`src/rtl/uart_pkg.sv`:
```
// Shared definitions for the UART receive path: default line parameters,
// data width, receiver state type and the 3-sample majority voter.
// UART_RX_PARITY_EN adds the PARITY state to the state type.
package uart_pkg;

  localparam int unsigned CLK_FREQ_DEF   = 50_000_000;
  localparam int unsigned BAUD_RATE_DEF  = 115200;
  localparam int unsigned OVERSAMPLE_DEF = 16;
  localparam int unsigned DATA_BITS      = 8;

  typedef enum logic [2:0] {
    ST_IDLE   = 3'd0,
    ST_START  = 3'd1,
    ST_DATA   = 3'd2,
`ifdef UART_RX_PARITY_EN
    ST_PARITY = 3'd3,
`endif
    ST_STOP   = 3'd4
  } rx_state_e;

  function automatic logic maj3(input logic a, input logic b, input logic c);
    return (a & b) | (a & c) | (b & c);
  endfunction

endpackage

```
`src/rtl/uart_baud_tick.sv`:
```
// Free-running sample-tick divider: one-clock tick every DIV clocks,
// counter runs 0..DIV-1 and the tick fires on the last count.
module uart_baud_tick #(
  parameter int unsigned DIV = 27
) (
  input  logic clk_i,
  input  logic rst_ni,
  output logic tick_o
);

  localparam int unsigned   CW   = (DIV > 1) ? $clog2(DIV) : 1;
  localparam logic [CW-1:0] LAST = CW'(DIV - 1);

  logic [CW-1:0] cnt_q, cnt_d;

  // wrap at the last count, otherwise step by one
  always_comb begin
    cnt_d = (cnt_q == LAST) ? '0 : cnt_q + CW'(1);
  end

  // divider counter register
  always_ff @(posedge clk_i or negedge rst_ni) begin
    if (!rst_ni) cnt_q <= '0;
    else         cnt_q <= cnt_d;
  end

  assign tick_o = (cnt_q == LAST);

endmodule

```
`src/rtl/uart_rx_frame.sv`:
```
// UART frame receiver: 2-flop rxd synchronizer, majority-voted mid-bit
// sampling, 8 data bits LSB first, frame resolved at the middle of the stop
// bit. Define UART_RX_PARITY_EN for an even-parity bit after the data bits;
// otherwise the frame is 8N1 and parity_err is tied low.
module uart_rx_frame
  import uart_pkg::*;
#(
  parameter int unsigned CLK_FREQ   = CLK_FREQ_DEF,
  parameter int unsigned BAUD_RATE  = BAUD_RATE_DEF,
  parameter int unsigned OVERSAMPLE = OVERSAMPLE_DEF
) (
  input  logic       clk,
  input  logic       reset,
  input  logic       rxd,
  output logic [7:0] rx_data,
  output logic       rx_valid,
  input  logic       rx_ready,
  output logic       frame_err,
  output logic       parity_err,
  output logic       overrun,
  output logic       busy
);

  localparam int unsigned DIV = CLK_FREQ / (BAUD_RATE * OVERSAMPLE);
  localparam int unsigned SCW = $clog2(OVERSAMPLE);
  localparam int unsigned BCW = $clog2(DATA_BITS);

  localparam logic [SCW-1:0] S_LO  = SCW'(OVERSAMPLE / 2 - 1);
  localparam logic [SCW-1:0] S_MID = SCW'(OVERSAMPLE / 2);
  localparam logic [SCW-1:0] S_HI  = SCW'(OVERSAMPLE / 2 + 1);
  localparam logic [SCW-1:0] S_END = SCW'(OVERSAMPLE - 1);
  localparam logic [BCW-1:0] B_END = BCW'(DATA_BITS - 1);

  logic tick;

  uart_baud_tick #(.DIV(DIV)) u_baud_tick (
    .clk_i  (clk),
    .rst_ni (reset),
    .tick_o (tick)
  );

  logic rxd_meta_q, rxd_sync_q;

  // two-flop synchronizer, idles high out of reset
  always_ff @(posedge clk or negedge reset) begin
    if (!reset) begin
      rxd_meta_q <= 1'b1;
      rxd_sync_q <= 1'b1;
    end else begin
      rxd_meta_q <= rxd;
      rxd_sync_q <= rxd_meta_q;
    end
  end

  rx_state_e            state_q, state_d;
  logic                 armed_q, armed_d;
  logic [SCW-1:0]       scnt_q, scnt_d;
  logic [BCW-1:0]       bcnt_q, bcnt_d;
  logic [DATA_BITS-1:0] shreg_q, shreg_d;
  logic                 s_lo_q, s_lo_d, s_mid_q, s_mid_d;
  logic [7:0]           rx_data_q, rx_data_d;
  logic                 rx_valid_q, rx_valid_d;
  logic                 fe_q, fe_d, ov_q, ov_d;
  logic                 vote;
`ifdef UART_RX_PARITY_EN
  logic                 par_q, par_d, pe_q, pe_d;
`endif

  // voted bit value, meaningful at the third sample point
  assign vote = maj3(s_lo_q, s_mid_q, rxd_sync_q);

  // receiver FSM: all transitions on sample ticks, resolution at mid-stop
  always_comb begin
    state_d    = state_q;
    armed_d    = armed_q;
    scnt_d     = scnt_q;
    bcnt_d     = bcnt_q;
    shreg_d    = shreg_q;
    s_lo_d     = s_lo_q;
    s_mid_d    = s_mid_q;
    rx_data_d  = rx_data_q;
    rx_valid_d = rx_valid_q;
    fe_d       = 1'b0;
    ov_d       = 1'b0;
`ifdef UART_RX_PARITY_EN
    par_d      = par_q;
    pe_d       = 1'b0;
`endif
    if (rx_valid_q && rx_ready) rx_valid_d = 1'b0;

    if (tick) begin
      if (state_q != ST_IDLE) begin
        if (scnt_q == S_LO)  s_lo_d  = rxd_sync_q;
        if (scnt_q == S_MID) s_mid_d = rxd_sync_q;
        scnt_d = (scnt_q == S_END) ? '0 : scnt_q + SCW'(1);
      end
      case (state_q)
        ST_IDLE: begin
          if (rxd_sync_q) begin
            armed_d = 1'b1;
          end else if (armed_q) begin
            state_d = ST_START;
            scnt_d  = '0;
            armed_d = 1'b0;
          end
        end
        ST_START: begin
          if (scnt_q == S_HI && vote) begin
            state_d = ST_IDLE;
          end else if (scnt_q == S_END) begin
            state_d = ST_DATA;
            bcnt_d  = '0;
          end
        end
        ST_DATA: begin
          if (scnt_q == S_HI) shreg_d = {vote, shreg_q[DATA_BITS-1:1]};
          if (scnt_q == S_END) begin
            if (bcnt_q == B_END) begin
`ifdef UART_RX_PARITY_EN
              state_d = ST_PARITY;
`else
              state_d = ST_STOP;
`endif
            end else begin
              bcnt_d = bcnt_q + BCW'(1);
            end
          end
        end
`ifdef UART_RX_PARITY_EN
        ST_PARITY: begin
          if (scnt_q == S_HI)  par_d   = vote;
          if (scnt_q == S_END) state_d = ST_STOP;
        end
`endif
        ST_STOP: begin
          if (scnt_q == S_HI) begin
            state_d = ST_IDLE;
            // a consumer taking the old byte this same clock frees the slot
            if (!vote) begin
              fe_d = 1'b1;
`ifdef UART_RX_PARITY_EN
            end else if (par_q != ^shreg_q) begin
              pe_d = 1'b1;
`endif
            end else if (rx_valid_q && !rx_ready) begin
              ov_d = 1'b1;
            end else begin
              rx_data_d  = shreg_q;
              rx_valid_d = 1'b1;
            end
          end
        end
        default: state_d = ST_IDLE;
      endcase
    end
  end

  // FSM and output registers
  always_ff @(posedge clk or negedge reset) begin
    if (!reset) begin
      state_q    <= ST_IDLE;
      armed_q    <= 1'b0;
      scnt_q     <= '0;
      bcnt_q     <= '0;
      shreg_q    <= '0;
      s_lo_q     <= 1'b0;
      s_mid_q    <= 1'b0;
      rx_data_q  <= '0;
      rx_valid_q <= 1'b0;
      fe_q       <= 1'b0;
      ov_q       <= 1'b0;
    end else begin
      state_q    <= state_d;
      armed_q    <= armed_d;
      scnt_q     <= scnt_d;
      bcnt_q     <= bcnt_d;
      shreg_q    <= shreg_d;
      s_lo_q     <= s_lo_d;
      s_mid_q    <= s_mid_d;
      rx_data_q  <= rx_data_d;
      rx_valid_q <= rx_valid_d;
      fe_q       <= fe_d;
      ov_q       <= ov_d;
    end
  end

`ifdef UART_RX_PARITY_EN
  // parity sample and parity error pulse
  always_ff @(posedge clk or negedge reset) begin
    if (!reset) begin
      par_q <= 1'b0;
      pe_q  <= 1'b0;
    end else begin
      par_q <= par_d;
      pe_q  <= pe_d;
    end
  end
  assign parity_err = pe_q;
`else
  assign parity_err = 1'b0;
`endif

  assign rx_data   = rx_data_q;
  assign rx_valid  = rx_valid_q;
  assign frame_err = fe_q;
  assign overrun   = ov_q;
  assign busy      = (state_q != ST_IDLE);

endmodule
```
`config.mk`:
```
export PLATFORM = sky130hd
export DESIGN_NAME = uart_rx_frame
export DESIGN_NICKNAME = d
export VERILOG_FILES = /design/src/rtl/uart_pkg.sv /design/src/rtl/uart_baud_tick.sv /design/src/rtl/uart_rx_frame.sv
export SDC_FILE = /design/constraint.sdc
export NUM_CORES = 1
export LEC_CHECK = 0
export ABC_CLOCK_PERIOD_IN_PS = 2660
export CAP_MARGIN = 15
export CORE_ASPECT_RATIO = 1.2
export CORE_MARGIN = 2
export CORE_UTILIZATION = 42
export DETAILED_ROUTE_END_ITERATION = 12
export MAX_ROUTING_LAYER = met4
export REMOVE_ABC_BUFFERS = 1
export SLEW_MARGIN = 20
export SYNTH_ARGS = -nofsm -noshare
export SYNTH_HDL_FRONTEND = slang
export SYNTH_SLANG_ARGS = --single-unit
```
`constraint.sdc`:
```
create_clock -name clk -period 2.66 [get_ports clk]
set_input_delay 0.532 -clock clk [delete_from_list [all_inputs] [get_ports clk]]
set_output_delay 0.532 -clock clk [all_outputs]
set_load 0.02 [all_outputs]
```
=== After elaboration in Yosys (flattened, before gate mapping) ===
Cells that the tools add are included.

* $add $sub $neg: 3
* Eq/ne operators: 18
* Muxes and demuxes: 35
* Bitwise logic cells: 6
* Reduce and logical (&&, ||, !) cells: 14

{| class="wikitable"
|+ Operators by type and width
! cell !! number
|-
| 3-bit 2-to-1 mux || 11
|-
| 4-bit 2-to-1 mux || 5
|-
| 1-bit 2-to-1 mux || 16
|-
| 2-bit != test (second input constant) || 8
|-
| 4-bit equality test (second input constant) || 3
|-
| 3-bit one-hot mux with 4 select lines || 1
|-
| 3-bit AND reduction || 3
|-
| 7-bit AND reduction || 1
|-
| 3-bit equality test (second input constant) || 2
|-
| 3-bit one-hot mux with 2 select lines || 1
|-
| 6-bit AND reduction || 1
|-
| 5-bit by 1-bit adder with 5-bit output (second input constant) || 1
|-
| 5-bit equality test (second input constant) || 1
|-
| 5-bit 2-to-1 mux || 1
|-
| 5-bit AND reduction || 1
|-
| 4-bit by 1-bit adder with 4-bit output (second input constant) || 1
|-
| 4-bit by 3-bit equality test with 1-bit output (second input constant) || 1
|-
| 3-bit by 1-bit adder with 3-bit output (second input constant) || 1
|-
| 1-bit AND || 3
|-
| 3-bit by 1-bit equality test with 1-bit output (second input constant) || 1
|-
| 3-bit by 2-bit equality test with 1-bit output (second input constant) || 1
|-
| 1-bit logical AND || 3
|-
| 3-bit zero test || 1
|-
| 3-bit != test (second input constant) || 1
|-
| other kinds (6) || 7
|}

* Flip-flop bits (word level): 39
* Input port bits: 4
* Output and inout bits: 13
* Logic and storage cells: 90

=== Logic depth before layout (Yosys ltp) ===
Gate-level depths: netlist (run 1).

* Depth after elaboration: 7
* Depth in mapped cells: 8
* Mapped depth without buffers: 6

=== Modules after synthesis ===
From an unflattened synthesis (run 1), not the netlist that was laid out.

* Cells, all modules: 143
* Area total of the unflattened synthesis: 1828.0 µm²

{| class="wikitable"
|+ Modules (own cells, without submodules)
! module !! times used !! cells each !! area each (µm²) !! sequential area each (µm²)
|-
| uart_rx_frame || 1 || 119 || 1561.5 || 853.3
|-
| uart_baud_tick || 1 || 24 || 266.5 || 125.1
|}

=== Least setup slack after synthesis (run 1) ===
Ideal clock, no wire load.

* Path type: reg2reg
* Start point: reg u_baud_tick.cnt_q[0]
* End point: reg rx_data_q[0] (netlist: rx_data[0])
* Setup time: 0.125 ns
* Data arrival time: 1.745 ns
* Data required time: 2.535 ns
* Path slack: 0.790 ns
* Stages on the path, launching flop included: 9
* Path buffers: 2
* Period minus slack after synthesis: 1.870 ns
* Path through: dfrtp_1 -> inv_1 -> ha_1 -> and4b_1 -> buf_6 -> and4_4 -> and3_4 -> buf_6 -> mux2_4

* Longest elaborated chain between the ends: 2

{| class="wikitable"
|+ RTL lines
! item !! RTL line !! text
|-
| start: declaration || uart_baud_tick.sv:14 || <nowiki>logic [CW-1:0] cnt_q, cnt_d;</nowiki>
|-
| start signal: assignment || uart_baud_tick.sv:24 || <nowiki>else cnt_q <= cnt_d;</nowiki>
|-
| 5-bit equality test || uart_baud_tick.sv:27 || <nowiki>assign tick_o = (cnt_q == LAST);</nowiki>
|-
| 5-bit AND reduction (no source line) || n/a ||
|-
| end signal: assignment || uart_rx_frame.sv:180 || <nowiki>rx_data_q <= rx_data_d;</nowiki>
|-
| end: declaration || uart_rx_frame.sv:61 || <nowiki>logic [7:0] rx_data_q, rx_data_d;</nowiki>
|}

No other way between the ends.
A chain may end at the register's enable or synchronous reset.

=== Final worst setup path (run 1) ===
* Start point: reg state_q[0]
* End point: out busy

* Longest elaborated chain between the ends: 1

{| class="wikitable"
|+ RTL lines
! item !! RTL line !! text
|-
| start: declaration || uart_rx_frame.sv:55 || <nowiki>rx_state_e state_q, state_d;</nowiki>
|-
| start signal: assignment || uart_rx_frame.sv:173 || <nowiki>state_q <= state_d;</nowiki>
|-
| 3-bit nonzero test || uart_rx_frame.sv:207 || <nowiki>assign busy = (state_q != ST_IDLE);</nowiki>
|-
| end: declaration || uart_rx_frame.sv:21 || <nowiki>output logic busy</nowiki>
|}

No other way between the ends.

==> results of run 1 <==
[flip-flops by register name, indices dropped and copies added, names as in the netlist]
name / flops
rx_valid: 1
state_q: 3
s_mid_q: 1
rxd_sync_q: 1
u_baud_tick.cnt_q: 5
scnt_q: 4
s_lo_q: 1
bcnt_q: 3
overrun: 1
shreg_q: 8
frame_err: 1
rxd_meta_q: 1
rx_data: 8
armed_q: 1
[routing by layer]
| layer | global-route usage | vias to the layer above | part of all wire |
|---|---|---|---|
| li1 | - | 535 | - |
| met1 | 0.163 | 577 | 0.42 |
| met2 | 0.263 | 22 | 0.53 |
| met3 | 0.0443 | 5 | 0.038 |
| met4 | 0.0556 | 0 | 0.012 |
| met5 | - | - | 0 |
[worst max-delay path, stage by stage, from the launching register on]
cell and delay [ns]:
dfrtp_1 0.47, nor3_2 0.34, inv_1 0.17, clkdlybuf4s50_1 0.57
[power groups by stage]
stage | sequential (mW) | combinational, mW | clock, mW
finish | 0.598 | 0.0171 | 0.383
floorplan | 0.609 | 0.00272 | 0
CTS | 0.598 | 0.0182 | 0.400
global route | 0.598 | 0.0202 | 0.435
global placement | 0.609 | 0.0177 | 0
detailed placement | 0.609 | 0.0181 | 0
[timing repair]
action                     CTS  global route
hold endpoints to repair     0             0
setup endpoints to repair    0             1
gates resized for setup      0             1
buffers inserted             0             0
[metrics by stage]
step	utilization	cell area, µm²	cells
final	0.496	2080	217
after global routing	0.496	2080	217
after CTS	0.495	2080	217
after detailed placement	0.474	1990	209
after global placement	0.474	1990	209
after floorplan	-	1780	138
[kinds of logic (layout without fill, tap and decap cells)]
family,count (synthesis),after routing,share of synthesized area
AO/OA/AOI/OAI,21,21,0.0839
XOR/XNOR,1,1,0.00485
AND/OR/NAND/NOR,39,39,0.124
flip-flops,39,39,0.542
multiplexers,23,23,0.160
other,1,1,0.00208
buffers and inverters,9,29,0.0291
adder cells (fa/ha/maj),8,8,0.0541
[how the worst max path moves through the flow]
| stage | end | from | cells after the start |
|---|---|---|---|
| 2_1_floorplan | rx_data[0]$_DFFE_PN0P_ | u_baud_tick.cnt_q[0]$_DFF_PN0_ | 6 |
| 3_3_place_gp | busy | state_q[0]$_DFFE_PN0P_ | 3 |
| 3_5_place_dp | busy | state_q[0]$_DFFE_PN0P_ | 3 |
| 5_1_grt | busy | state_q[0]$_DFFE_PN0P_ | 3 |
| 6_report | busy | state_q[0]$_DFFE_PN0P_ | 3 |
| 4_1_cts | busy | state_q[0]$_DFFE_PN0P_ | 3 |
[area by class of cell]
cell class | count | share of cell area
clock buffers | 6 | 0.0349
clock inverters | 2 | 0.00601
inverters | 6 | 0.0108
multi-input cells | 93 | 0.375
flip-flops and latches | 39 | 0.470
well taps | 56 | 0.0337
repair buffers | 15 | 0.0698
[Yosys cell counts]
| master | instances |
|---|---|
| mux2i_1 | 3 |
| inv_1 | 6 |
| o21ai_2 | 1 |
| and4b_1 | 1 |
| o31ai_1 | 1 |
| a21o_1 | 1 |
| or3b_1 | 1 |
| nand4b_1 | 1 |
| o41ai_1 | 1 |
| dfstp_2 | 2 |
| nor3b_1 | 1 |
| ha_1 | 7 |
| a22o_1 | 5 |
| conb_1 | 1 |
| mux2_2 | 11 |
| o21bai_1 | 1 |
| mux2_4 | 9 |
| o21ai_0 | 5 |
| xnor2_1 | 1 |
| a21oi_1 | 3 |
| maj3_1 | 1 |
| and3_1 | 1 |
| a311o_2 | 1 |
| nand3_1 | 5 |
| nand4_1 | 1 |
| buf_4 | 1 |
| and3_4 | 1 |
| nand2b_1 | 2 |
| dfrtp_1 | 37 |
| nor2_1 | 7 |
| nor2b_1 | 2 |
| and3b_1 | 1 |
| buf_6 | 2 |
| o2bb2ai_1 | 1 |
| a211oi_1 | 1 |
| nand2_1 | 10 |
| and4_4 | 1 |
| nor3_1 | 3 |
| nor3_4 | 1 |
==> run summary, run 1 <==
Crit. End Element = output pin
Fin crit period = 2.36 ns
Syn_area_per_cell = 12.8 µm²
Yosys warning total = 0
Routed vias = 1139
First-pass GRT wire length = 5.38 mm
Reg-to-reg startpoint = u_baud_tick.cnt_q[0]$_DFF_PN0_
Fraction of final layout cells sized beyond drive strength 1 = 0.224
Crit path required time = 2.13 ns
Routed Antenna Nets = 0
Sw Pwr = 0.214 mW
Status = complete, no violations
Initial antenna violation count = 0
Cell taking the most area after synthesis = dfrtp_1
Worst IR Drop VDD = 262 µV
Max cap viols = 0
Port buffer count = 15
Die Width = 63.9 µm
DIE AREA = 4840 µm²
Worst Tran Pin Value = 0.848 ns
Final WS setup = 0.303 ns
Pint = 0.783 mW
DP Wirelength = 2.21 mm
Max Root-Sink Buffers = 2
Setup TNS = 0 ns
Root Buffer = clkbuf_8
CP Launch Type = flip-flop
H-tree depth = 2
Reg2Reg Capture Point = state_q[0]$_DFFE_PN0P_
Largest net degree at the start of global routing = 40
Drt initial violations = 63
GP Congestion = 0.762
Storage cell area = 978 µm²
DRT Pass-1 Iters = 4
Number of synthesized register bits = 39
# IOs = 17
Leakage = 0.968 nW
Worst min-delay path category = input port to async pin
GRT overflow = 0
Tot Pwr = 0.997 mW
Avg WL per Cell = 14.1 µm
Starting density of the core = 0.430
Sw frac = 0.215
Setup Viol. Count Final = 0
Most frequent cells in the layout = dfrtp_1, clkdlybuf4s50_1, mux2_2
Leading cell type in the layout, fill and taps excluded = dfrtp_1
Post-Syn Area = 1810 µm²
Arr. time, crit path = 1.82 ns
Pwr dens = 479 nW/µm²
Clk pwr share = 0.384
Fin Clk Skew = 0.00571 ns
Synth top area cells = dfrtp_1, mux2_4, mux2_2, ha_1, dfstp_2
Clk pin slew, worst setup/hold paths = 0.07 ns
GR Util All Layers = 0.150
Fin crit share = 0.886
Kind of critical path = flip-flop to output pin
# hold bufs at CTS = 0
Register area share after synthesis = 0.542
Layout area overhead = 15.2%
Cells after synthesis = 141
Worst-Skew Late Latency = 0.29 ns
Core ar. = 4200 µm²
RSZ-0062 raised after global routing = false
Sequential power share = 0.599
Hold slack = 0.349 ns
TritonCTS clock tree = built
Nets = 171
Pins over their slew limit = 0
Num CTS Buffers = 5
Antenna Cells = 0
Final Hold Violating Endpoints = 0
Comb pwr share = 0.017
Max_slew headroom = 0.435
Crit-path max FO = 7
Synth unique cells = 39
Vias per cell = 5.25
Clk sinks = 39
R2R Setup Slk = 0.58 ns
Routed wire length = 3.07 mm
Maximum clock rate = 424 MHz
Die Ht = 75.8 µm
Post-synth top area share = 0.513
Fillers = 383
Worst slack, placed = 0.402 ns
Site Rows = 26
Area of the multi-input gates = 779 µm²
R2R depth = 6
Remaining DRCs = 0
Number of global-route vias before repair = 1200
Power figures use the tool's default switching activity.
==> run 2: changes to the inputs <==
--- a/config.mk
+++ b/config.mk
@@ -13,6 +13,7 @@
 export DETAILED_ROUTE_END_ITERATION = 12
 export MAX_ROUTING_LAYER = met4
 export REMOVE_ABC_BUFFERS = 1
+export SKIP_CTS_REPAIR_TIMING = 1
 export SLEW_MARGIN = 20
 export SYNTH_ARGS = -nofsm -noshare
 export SYNTH_HDL_FRONTEND = slang
==> results of run 2 <==
Same layout as run 1: the final DEF is identical, and so are final timing and power.
==> run 3: changes to the inputs <==
--- a/config.mk
+++ b/config.mk
@@ -6,11 +6,11 @@
 export NUM_CORES = 1
 export LEC_CHECK = 0
 export ABC_CLOCK_PERIOD_IN_PS = 2660
-export CAP_MARGIN = 15
 export CORE_ASPECT_RATIO = 1.2
 export CORE_MARGIN = 2
 export CORE_UTILIZATION = 42
 export DETAILED_ROUTE_END_ITERATION = 12
+export GPL_ROUTABILITY_DRIVEN = 0
 export MAX_ROUTING_LAYER = met4
 export REMOVE_ABC_BUFFERS = 1
 export SKIP_CTS_REPAIR_TIMING = 1
==> results of run 3 <==
Same layout as run 1: the final DEF is identical, and so are final timing and power.
==> patch 1: new RTL, flow settings as in run 2 <==
`OVERSAMPLE_DEF`: 16 -> 32.
--- a/src/rtl/uart_pkg.sv
+++ b/src/rtl/uart_pkg.sv
@@ -5,7 +5,7 @@
 
   localparam int unsigned CLK_FREQ_DEF   = 50_000_000;
   localparam int unsigned BAUD_RATE_DEF  = 115200;
-  localparam int unsigned OVERSAMPLE_DEF = 16;
+  localparam int unsigned OVERSAMPLE_DEF = 32;
   localparam int unsigned DATA_BITS      = 8;
 
   typedef enum logic [2:0] {
Behaviour: no difference found for any inputs over 10 cycles, from zero or initial values and one cycle with reset low; that may be too few to reach the edited logic, so the function may still have changed.
==> patch 1 against run 2 <==
Synthesized area up 1.9%; cell area up 1.8%; sequential cell count unchanged; worst setup slack worse by 130 ps; routed wire length up 1.6%; critical path type unchanged; largest cell class unchanged.
Power is not compared: it rests on default switching activity, and its combinational part moved more than twofold at a synthesized area within 25%.
==> patch 1: results (changes against run 2) <==
layout cells sized above 1 24.4% (was 22.4%); dpl cells 212 (was 209); Clock Skew 6.33 ps (was 5.71 ps); total track usage 14.1% (was 15.0%); relative slew slack 43.7% (was 43.5%); Yosys cell types 36 (was 39); outcome completed (unchanged); top cells by area, synth dfrtp_1 50%, mux2_4 9.0%, mux2_2 7.3% (was dfrtp_1 51%, mux2_4 7.5%, mux2_2 6.9%); GPL Wtd Cong 0.839 (was 0.762); fin nets 176 (was 171); Reg2Reg Setup Slack 480 ps (was 580 ps); R2R Path Start scnt_q[1] (was u_baud_tick.cnt_q[0]); Final HPWL DP 2.19 mm (was 2.21 mm); Hold Path Class in2async (unchanged); reg2reg end rx_data[1] (was state_q[0]); vias in the first global route 1165 (was 1200); pin count of the biggest net entering global routing 40 (unchanged); DR vias 1125 (was 1139); first-pass GRT wire length 5.25 mm (was 5.38 mm); TritonCTS Buffers 5 (unchanged); drt total wl 3.12 mm (was 3.07 mm); sequential area share after synthesis 53.2% (was 54.2%); final non-filler cell total 220 (was 217); Fillers 396 (was 383); starting DRC count in detailed routing 40 (was 63); crit-path max FO 8 (was 7); syn avg cell area 12.9 µm² (was 12.8 µm²); Post-synth top cells 37 x dfrtp_1, 12 x mux2_2, 11 x mux2_4 (was 37 x dfrtp_1, 11 x mux2_2, 10 x nand2_1); IO Port Bufs 15 (unchanged)
-- patch 1: per-layer routing --
layer  global-route usage, %  vias to the layer above  wire, µm
met5                       -                        -         0
met4                    6.17                        0        45
met3                    4.58                        6       105
met2                    22.4                       22      1550
met1                    16.2                      555      1420
li1                        -                      542         -
-- patch 1: where the power goes --
part | switching [mW] | internal, mW
logic | 0.0239 | 0.0117
registers | 0.00515 | 0.599
clock network | 0.195 | 0.184
-- patch 1: worst max path at each step --
stage                         startpoint         end  depth (start not counted)
global route                  state_q[0]        busy                          3
floorplan           u_baud_tick.cnt_q[0]  rx_data[0]                          6
detailed placement            state_q[0]        busy                          3
CTS                           state_q[0]        busy                          3
finish                        state_q[0]        busy                          3
global placement               scnt_q[1]  rx_data[7]                          6
-- patch 1: metrics by stage --
step                setup slack [ps]  total power [mW]  hold slack [ps]  instance area, µm²  utilization, %
floorplan                        523             0.630              236                1810               -
global placement                 551             0.650              345                2040            48.2
detailed placement               494             0.652              350                2040            48.2
CTS                              174              1.03              360                2120            50.1
global route                    23.0              1.05              361                2120            50.1
finish                           176              1.02              350                2120            50.1
-- patch 1: area by class of cell --
| type | count | share of cell area (%) |
|---|---|---|
| sequential | 39 | 46.2 |
| multi-input combinational | 94 | 38.2 |
| timing repair buffer | 16 | 7.21 |
| clock buffer | 7 | 3.60 |
| tap | 56 | 3.31 |
| inverter | 7 | 1.24 |
| clock inverter | 1 | 0.236 |
-- patch 1: kinds of logic (layout without fill, tap and decap cells) --
family	count (synthesis)	in the layout	share of synthesized area [%]
fa+ha+maj	10	10	6.66
xor+xnor	1	1	0.476
buf+inv	10	31	2.85
mux	24	24	16.9
other cells	1	1	0.204
flops	39	39	53.2
simple gates	42	42	12.8
compound gates	16	16	7.00
==> patch 2: new RTL, config.mk and constraints of run 2 <==
Without the edit above. Register the output `frame_err` once more, cleared by the reset; this adds one clock of latency there. The other outputs are not delayed to match.
--- a/src/rtl/uart_rx_frame.sv
+++ b/src/rtl/uart_rx_frame.sv
@@ -202,7 +202,13 @@
 
   assign rx_data   = rx_data_q;
   assign rx_valid  = rx_valid_q;
-  assign frame_err = fe_q;
+  always_ff @(posedge clk or negedge reset) begin
+    if (!reset) begin
+      frame_err <= '0;
+    end else begin
+      frame_err <= fe_q;
+    end
+  end
   assign overrun   = ov_q;
   assign busy      = (state_q != ST_IDLE);
 
Function: no difference found for any inputs over 10 cycles, from zero or initial values and one cycle with reset low; that may be too few to reach the edited logic, so the function may still have changed.
==> patch 2 against run 2 <==
Via count rose by 2.9%; total power grew 12%; worst setup slack improved by 62 ps; clock power rose by 27%; critical path depth grew 1; routed wire length is 1.7% lower; register-to-register slack got worse by 30 ps; sequential cell count increased by 1; utilization up 0.92 points; synthesized area increased by 3.1%; clock skew shrank 0.90 ps; cell area grew 3.4%; critical path type unchanged.
==> patch 2: results (changes against run 2) <==
P_leak 0.964 nW (was 0.968 nW); reg2reg path depth 6 (unchanged); clk cell area share 5.00% (was 4.09%); non-clock buffer instance count of the final layout 16 (was 15); GPL Wtd Cong 0.778 (was 0.762); crit-path max FO 9 (was 7); top cells by area, synth dfrtp_1 51%, mux2_4 7.3%, mux2_2 6.7% (was dfrtp_1 51%, mux2_4 7.5%, mux2_2 6.9%); Pre-antenna DRT Iters 4 (unchanged); switching power 0.223 mW (was 0.214 mW); grt met3 use 5.43% (was 4.43%); nonclk inv count 5 (was 6); Non-clock buffer share 7.09% (was 6.98%); Yosys cell types 42 (was 39); Fillers 384 (was 383); fraction of area in multi-input gates 37.2% (was 37.5%); Placement Setup Slack 557 ps (was 402 ps); wire length on met1 1.32 mm (was 1.28 mm); top sig layer met4 (unchanged); starting DRC count in detailed routing 67 (was 63); IO Port Bufs 15 (unchanged); clk sinks 40 (was 39); Clock Skew 4.81 ps (was 5.71 ps); fin nets 175 (was 171); outcome completed (unchanged); FF/Latch Area 1000 µm² (was 978 µm²); layout cells sized above 1 24.8% (was 22.4%); relative slew slack 42.4% (was 43.5%); DR vias/cell 5.30 (was 5.25); Seq group 0.613 mW (was 0.598 mW); met3 routed WL 117 µm (was 115 µm); Worst-Skew Late Latency 290 ps (about the same); peak supply drop 0.000275 V (was 0.000262 V); top cell category sequential cells (unchanged); drt total wl 3.02 mm (was 3.07 mm); pin count of the biggest net entering global routing 41 (was 40); Clock Pin Slew Worst Setup and Hold Paths 70 ps (about the same); P_int 0.894 mW (was 0.783 mW); clock root buffer master clkbuf_8 (unchanged); async set-reset flop share out of synthesis 100% (unchanged); kind of cell adding the most delay to the critical path buffers and inverters (unchanged); Multi-In Gates 96 (was 93); TritonCTS Buffers 5 (unchanged); total track usage 14.6% (was 15.0%); CP max-delay cell clkdlybuf4s50_1 (unchanged); Crit path largest cell delay 620 ps (was 570 ps); Post-synth top cells 38 x dfrtp_1, 11 x mux2_2, 10 x nand2_1 (was 37 x dfrtp_1, 11 x mux2_2, 10 x nand2_1); initial antenna violation count 0 (unchanged); Hold Path Class in2async (unchanged); sequential area share after synthesis 53.9% (was 54.2%); clk buf depth 2 (unchanged); Final HPWL DP 2.13 mm (was 2.21 mm); vias in the first global route 1178 (was 1200); comb pwr 0.0176 mW (was 0.0171 mW); GRT met1 Usage 16.2% (was 16.3%); met2 WL 1.51 mm (was 1.63 mm); GRT met2 Usage 22.9% (was 26.3%); # clk buffers 6 (unchanged); Antenna diodes 0 (unchanged); first-pass GRT wire length 5.37 mm (was 5.38 mm)
## patch 2: cells by family (layout without fill, tap and decap cells)
family / Yosys count / in the layout / synth area share [%]
other: 1 / 1 / 0.201
muxes: 22 / 22 / 15.0
buffers and inverters: 10 / 29 / 3.16
xor gates and xnor gates: 1 / 1 / 0.471
adders and majority gates: 8 / 8 / 5.24
AOI/OAI and AO/OA: 20 / 20 / 8.00
and+or+nand+nor: 44 / 44 / 14.0
DFF: 40 / 40 / 53.9
## patch 2: metrics by stage
stage	area, µm²	cells
after floorplan	1820	141
after global placement	2040	213
after detailed placement	2040	213
after CTS	2150	221
after global routing	2150	221
final	2150	221
## patch 2: final timing paths
path / start / slack (ps) / to
max: state_q[1] / 370 / busy
min: reset / 340 / frame_err
max reg2reg: u_baud_tick.cnt_q[0] / 550 / rx_data[7]
min reg2reg: fe_q / 350 / frame_err
max in group asynchronous: reset / 1770 / armed_q
min in group clk: fe_q / 350 / frame_err
